`config.mk`:
```
export PLATFORM = sky130hd
export DESIGN_NAME = fetch_unit
export DESIGN_NICKNAME = d
export VERILOG_FILES = /design/src/rtl/fetch_unit.sv
export SDC_FILE = /design/constraint.sdc
export NUM_CORES = 1
export LEC_CHECK = 0
export ABC_AREA = 1
export BUFFER_PORTS_ARGS = -buffer_cell sky130_fd_sc_hd__buf_2
export CAP_MARGIN = 20
export CORE_MARGIN = 4
export CORE_UTILIZATION = 30
export CTS_CLUSTER_SIZE = 12
export DETAILED_ROUTE_END_ITERATION = 8
export PLACE_DENSITY = 0.48
export REMOVE_ABC_BUFFERS = 1
export SYNTH_ARGS = -nofsm -noshare
export SYNTH_HDL_FRONTEND = slang
export SYNTH_SLANG_ARGS = --single-unit
```
`constraint.sdc`:
```
create_clock -name clk_i -period 11.35 [get_ports clk_i]
set_input_delay 0.5675 -clock clk_i [delete_from_list [all_inputs] [get_ports clk_i]]
set_output_delay 0.5675 -clock clk_i [all_outputs]
set_load 0.01 [all_outputs]
```
`src/rtl/fetch_unit.sv`:
```
// Instruction fetch stage: issues word fetches, buffers returned instructions
// with their PC in an in-order FIFO and handles decoder redirects.

module fetch_unit_checker #(
    parameter int unsigned CNT_W      = 3,
    parameter int unsigned FIFO_DEPTH = 4
) (
    input logic             clk_i,
    input logic             rst_i,
    input logic             push_i,
    input logic             rvalid_i,
    input logic [CNT_W-1:0] occ_i,
    input logic [CNT_W-1:0] out_cnt_i
);
    // Catch credit violations: FIFO overflow or a response nobody asked for
    always @(posedge clk_i) begin
        if (!rst_i) begin
            assert (!(push_i && (occ_i == CNT_W'(FIFO_DEPTH))))
                else $error("fetch_unit: push into full instruction FIFO");
            assert (!(rvalid_i && (out_cnt_i == {CNT_W{1'b0}})))
                else $error("fetch_unit: response with no outstanding request");
        end
    end
endmodule

module fetch_unit #(
    parameter int unsigned           DATA_WIDTH = 32,
    parameter logic [DATA_WIDTH-1:0] RESET_PC   = 32'h0000_0000,
    parameter int unsigned           FIFO_DEPTH = 4
) (
    input  logic                  clk_i,
    input  logic                  rst_i,
    output logic                  imem_req_o,
    output logic [DATA_WIDTH-1:0] imem_addr_o,
    input  logic                  imem_gnt_i,
    input  logic                  imem_rvalid_i,
    input  logic [DATA_WIDTH-1:0] imem_rdata_i,
    input  logic                  pc_sel_i,
    input  logic [DATA_WIDTH-1:0] branch_target_i,
    input  logic                  stall_i,
    output logic                  valid_o,
    output logic [DATA_WIDTH-1:0] instr_o,
    output logic [DATA_WIDTH-1:0] pc_o
);
    localparam int unsigned           PTR_W     = $clog2(FIFO_DEPTH);
    localparam int unsigned           CNT_W     = PTR_W + 1;
    localparam logic [DATA_WIDTH-1:0] NOP_INSTR = DATA_WIDTH'(32'h0000_0013);
    localparam logic [DATA_WIDTH-1:0] PC_STEP   = DATA_WIDTH'(32'd4);
    localparam logic [CNT_W:0]        CREDIT_LIM = (CNT_W+1)'(FIFO_DEPTH);

    logic [DATA_WIDTH-1:0] fetch_pc_r, fetch_pc_nxt_s;
    logic [CNT_W-1:0]      out_cnt_r, out_cnt_nxt_s;
    logic [CNT_W-1:0]      drop_cnt_r, drop_cnt_nxt_s;
    logic [CNT_W-1:0]      occ_r, occ_nxt_s;
    logic [PTR_W-1:0]      wr_ptr_r, wr_ptr_nxt_s;
    logic [PTR_W-1:0]      rd_ptr_r, rd_ptr_nxt_s;
    logic [DATA_WIDTH-1:0] pc_mem_r    [FIFO_DEPTH];
    logic [DATA_WIDTH-1:0] instr_mem_r [FIFO_DEPTH];

    logic                  req_s, grant_s, push_s, pop_s, valid_s;
    logic [CNT_W:0]        credit_s;
    logic [CNT_W-1:0]      live_cnt_s;
    logic [DATA_WIDTH-1:0] target_s, resp_pc_s;

    // Handshake qualifiers; credit counts dropped responses too, keeping it conservative
    always_comb begin
        credit_s   = {1'b0, occ_r} + {1'b0, out_cnt_r};
        req_s      = !rst_i && !pc_sel_i && (credit_s < CREDIT_LIM);
        grant_s    = req_s && imem_gnt_i;
        valid_s    = (occ_r != {CNT_W{1'b0}});
        push_s     = imem_rvalid_i && !pc_sel_i && (drop_cnt_r == {CNT_W{1'b0}});
        pop_s      = valid_s && !stall_i && !pc_sel_i;
        target_s   = branch_target_i & {{(DATA_WIDTH-2){1'b1}}, 2'b00};
        // Oldest live request sits (live outstanding) words behind fetch_pc
        live_cnt_s = out_cnt_r - drop_cnt_r;
        resp_pc_s  = fetch_pc_r - DATA_WIDTH'({live_cnt_s, 2'b00});
    end

    // Next-state logic; a redirect overrides every other update in its cycle
    always_comb begin
        fetch_pc_nxt_s = fetch_pc_r;
        out_cnt_nxt_s  = out_cnt_r;
        drop_cnt_nxt_s = drop_cnt_r;
        occ_nxt_s      = occ_r;
        wr_ptr_nxt_s   = wr_ptr_r;
        rd_ptr_nxt_s   = rd_ptr_r;
        if (pc_sel_i) begin
            fetch_pc_nxt_s = target_s;
            out_cnt_nxt_s  = out_cnt_r - CNT_W'(imem_rvalid_i);
            drop_cnt_nxt_s = out_cnt_r - CNT_W'(imem_rvalid_i);
            occ_nxt_s      = {CNT_W{1'b0}};
            wr_ptr_nxt_s   = {PTR_W{1'b0}};
            rd_ptr_nxt_s   = {PTR_W{1'b0}};
        end else begin
            if (grant_s) begin
                fetch_pc_nxt_s = fetch_pc_r + PC_STEP;
            end else begin
                fetch_pc_nxt_s = fetch_pc_r;
            end
            out_cnt_nxt_s = out_cnt_r + CNT_W'(grant_s) - CNT_W'(imem_rvalid_i);
            if (imem_rvalid_i && (drop_cnt_r != {CNT_W{1'b0}})) begin
                drop_cnt_nxt_s = drop_cnt_r - CNT_W'(1'b1);
            end else begin
                drop_cnt_nxt_s = drop_cnt_r;
            end
            occ_nxt_s = occ_r + CNT_W'(push_s) - CNT_W'(pop_s);
            if (push_s) begin
                wr_ptr_nxt_s = wr_ptr_r + PTR_W'(1'b1);
            end else begin
                wr_ptr_nxt_s = wr_ptr_r;
            end
            if (pop_s) begin
                rd_ptr_nxt_s = rd_ptr_r + PTR_W'(1'b1);
            end else begin
                rd_ptr_nxt_s = rd_ptr_r;
            end
        end
    end

    // Control state registers
    always_ff @(posedge clk_i or posedge rst_i) begin
        if (rst_i) begin
            fetch_pc_r <= RESET_PC;
            out_cnt_r  <= {CNT_W{1'b0}};
            drop_cnt_r <= {CNT_W{1'b0}};
            occ_r      <= {CNT_W{1'b0}};
            wr_ptr_r   <= {PTR_W{1'b0}};
            rd_ptr_r   <= {PTR_W{1'b0}};
        end else begin
            fetch_pc_r <= fetch_pc_nxt_s;
            out_cnt_r  <= out_cnt_nxt_s;
            drop_cnt_r <= drop_cnt_nxt_s;
            occ_r      <= occ_nxt_s;
            wr_ptr_r   <= wr_ptr_nxt_s;
            rd_ptr_r   <= rd_ptr_nxt_s;
        end
    end

    // FIFO storage write port
    always_ff @(posedge clk_i or posedge rst_i) begin
        if (rst_i) begin
            for (int i = 0; i < int'(FIFO_DEPTH); i++) begin
                pc_mem_r[i]    <= {DATA_WIDTH{1'b0}};
                instr_mem_r[i] <= {DATA_WIDTH{1'b0}};
            end
        end else if (push_s) begin
            pc_mem_r[wr_ptr_r]    <= resp_pc_s;
            instr_mem_r[wr_ptr_r] <= imem_rdata_i;
        end
    end

    // Head of FIFO presented to the decoder, NOP bubble when empty
    always_comb begin
        if (valid_s) begin
            instr_o = instr_mem_r[rd_ptr_r];
            pc_o    = pc_mem_r[rd_ptr_r];
        end else begin
            instr_o = NOP_INSTR;
            pc_o    = {DATA_WIDTH{1'b0}};
        end
    end

    assign imem_req_o  = req_s;
    assign imem_addr_o = fetch_pc_r;
    assign valid_o     = valid_s;

    fetch_unit_checker #(
        .CNT_W      (CNT_W),
        .FIFO_DEPTH (FIFO_DEPTH)
    ) u_checker (
        .clk_i     (clk_i),
        .rst_i     (rst_i),
        .push_i    (push_s),
        .rvalid_i  (imem_rvalid_i),
        .occ_i     (occ_r),
        .out_cnt_i (out_cnt_r)
    );
endmodule

```
==> flow_metrics.tcl <==
set metrics [dict create \
    synth.distinct_cells 34 \
    peakVddDrop_v 0.0001351 \
    max_stage_delay_ns 0.98 \
    setup_viol 0 \
    critPathLaunch "rd_ptr_r[0]$_DFFE_PP0P_" \
    reg2reg_to "pc_mem_r[115]$_DFFE_PP0P_" \
    synth.yosys.seq_area_share_pct 47.19 \
    clk_latency_ns 0.54 \
    setup-tns-final_ns 0 \
    syn_area_mm2 0.01543 \
    syn2layout_area_growth_pct 15.15 \
    post_drt_via_cell_ratio 4.779 \
    startpoint_type "register" \
    ys_async_sr_fraction_pct 100.0 \
    drc_errors 0 \
    clockBufferDepth 3 \
    cts.sinks 291 \
    syn_avg_cell_area_um2 7.376 \
    crit_path_max_fanout 72 \
    power_frac_clock_pct 27.6 \
    htree_levels 2 \
    arrival_ns 3.16 \
    seq_power_share_pct 37.5 \
    ctsResizeCount 0 \
    grt_pass1_wl_mm 77.58 \
    gp_congestion 0.8841 \
    grtUsageTotal_pct 17.29 \
    hold_class "primary input to asynchronous set/reset pin" \
    die-area_mm2 0.05512 \
    path_cells "inv_2 -> buf_4 -> a21oi_1 -> o21ai_0 -> a21oi_1 -> buf_2" \
    die_w_um 234.8 \
    drive_above_1_share_pct 12.39 \
    antenna_found_initial 0 \
    synth-main-ff-cell "dfrtp_1" \
    yosys.area.top_type "dfrtp_1" \
    core-area_mm2 0.05048 \
    synth_edf_count 0 \
    swShare_pct 39.83 \
    p_sw_uw 1570 \
    dp_cells 2818 \
    num_antenna_cells 0 \
    power_uw 3940 \
    path_class "register to primary output" \
    synth_area_leaders "dfrtp_1, nand2_1, o21ai_0" \
    combPwrFrac_pct 35.0 \
    powerDensity_mw_per_mm2 221.8 \
    slew_headroom_pct 25.17 \
    pin_count 168 \
    internal-power_uw 2371 \
    skew_ns 0.01228 \
    worst_pin_slew_ns 1.122 \
    slew_violations 0 \
    r2r_start "drop_cnt_r[1]$_DFFE_PP0P_" \
    grt_pass1_vias 13830 \
    drt_wl_total_mm 48.25 \
    io_buffers 161 \
    endpoint "pc_o[9]" \
    drt_iter0_markers 906 \
    yosys_warnings 0 \
    root_buffer "clkbuf_16" \
    hpwl_mm 29.50 \
    fp.dieH_um 234.8 \
    path_delay_family "buffers and inverters" \
    rows 82 \
    fin_cells 2875 \
    max_freq_mhz 268.1 \
    firstDrtPassIters 5 \
    post-route-period-util_pct 32.86 \
    nNetsFinal 2277 \
    grt_max_degree 165 \
    timing_hold_violations_final 0 \
    synth_seq_cells 291 \
    ant_nets 0 \
    leakagePower_uw 0.008771 \
    clk_pin_slew_ns 0.06 \
    grt_overflow 0 \
    initial_utilization_pct 30.57 \
    path_buf_inv 3 \
    rsz0062_at_grt "false" \
    crit_path_end_kind "primary output" \
    cts_hold_buf 0 \
    cp_common_cell "a21oi_1" \
    vias 13740 \
    cts_setup_buffers 0 \
    yosys.area.top_type_share_pct 47.19 \
    slowest_stage "dfrtp_4" \
    routedWlPerCell_um 16.78 \
    worstPathRequired_ns 10.78 \
    cts_tree "built" \
    maxCapViolCount 0 \
    syn_inst 2092 \
    cts_buffers 35 \
    outcome "finished clean" \
    regToRegSetupSlack_ns 7.79 \
    critical_path_depth 6 \
    min_period_ns 3.730 \
    rr_worst_depth 11 \
]
-- area by class of cell --
class / instances / area [µm²]
clock inverters: 6 / 77.57
well taps: 672 / 840.8
fillers: 5490 / 32710
clock buffers: 50 / 1012
flip-flops and latches: 291 / 7289
repair buffers: 177 / 958.4
multi-input cells: 1505 / 6924
inverters: 174 / 664.4
-- cell usage after synthesis, drive strengths merged (2+ instances only) --
master,n
nor2,196
or2,4
o221ai,3
clkbuf,54
buf,71
fa,4
nand4,11
nand2,768
xor2,19
nand3,81
a31oi,2
ha,19
dfrtp,291
o21ai,233
o211ai,42
a21oi,114
xnor2,3
inv,174
-- metal layers --
layer	vias up	routed length, µm	part of all wire [%]	global-route usage, %
met1	6509	22660	47	23.70
met4	0	1401	2.9	5.711
li1	6799	-	-	-
met2	347	21960	46	28.09
met5	-	0	0	0
met3	85	2227	4.6	2.697
-- sequential cells by signal (all words and copies together), names as in the netlist --
| signal | cells |
|---|---|
| instr_mem_r | 128 |
| pc_mem_r | 120 |
| imem_addr_o | 30 |
| drop_cnt_r | 3 |
| occ_r | 3 |
| out_cnt_r | 3 |
| rd_ptr_r | 2 |
| wr_ptr_r | 2 |
-- cells in the final DEF, fill, tap and decap left out, drive strengths merged --
cell / count
nand2: 768
dfrtp: 291
o21ai: 233
nor2: 196
buf: 177
inv: 173
a21oi: 114
nand3: 81
clkbuf: 50
o211ai: 42
ha: 19
xor2: 19
nand4: 11
clkinv: 6
or2: 4
fa: 4
conb: 4
xnor2: 3
o221ai: 3
a31oi: 2
nand3b: 1
and2: 1
bufinv: 1
-- cell families (layout without fill, tap and decap cells) --
group	after synthesis	after routing	share of synthesized area, %
adders and majority gates	23	23	2.060
buffers and inverters	299	407	8.117
DFF	291	291	47.19
and+or+nand+nor	1062	1062	27.71
other	1	4	0.02430
xor gates and xnor gates	22	22	1.346
AOI/OAI and AO/OA	394	394	13.55
-- worst min-delay path by stage --
stage                                              end  slack [ns]                          from  cells after the start
after global routing       instr_mem_r[97]$_DFFE_PP0P_        0.16                         rst_i                      2
after floorplan              pc_mem_r[100]$_DFFE_PP0P_        0.44     pc_mem_r[100]$_DFFE_PP0P_                      2
after CTS                  instr_mem_r[33]$_DFFE_PP0P_        0.12                         rst_i                      2
after global placement    instr_mem_r[104]$_DFFE_PP0P_        0.45  instr_mem_r[104]$_DFFE_PP0P_                      2
after detailed placement  instr_mem_r[126]$_DFFE_PP0P_        0.45  instr_mem_r[126]$_DFFE_PP0P_                      2
final                      instr_mem_r[33]$_DFFE_PP0P_        0.12                         rst_i                      2
-- through the flow --
stage / area [µm²] / hold slack, ns / utilization (%) / setup slack [ns]
6_report: 17770 / 0.1193 / 35.20 / 7.620
5_1_grt: 17770 / 0.1629 / 35.20 / 7.428
4_1_cts: 17740 / 0.1161 / 35.14 / 7.299
3_5_place_dp: 16650 / 0.4533 / 32.98 / 7.345
3_3_place_gp: 16650 / 0.4478 / 32.98 / 7.326
2_1_floorplan: 14840 / 0.4366 / - / 2.441
-- power groups by stage --
stage                     sequential (µW)  clock, µW  combinational, µW
after floorplan                      1470          0                862
after global placement               1490          0               1370
after detailed placement             1490          0               1390
after CTS                            1480       1120               1390
after global routing                 1510       1170               1570
final                                1480       1090               1380
Power figures use the tool's default switching activity.
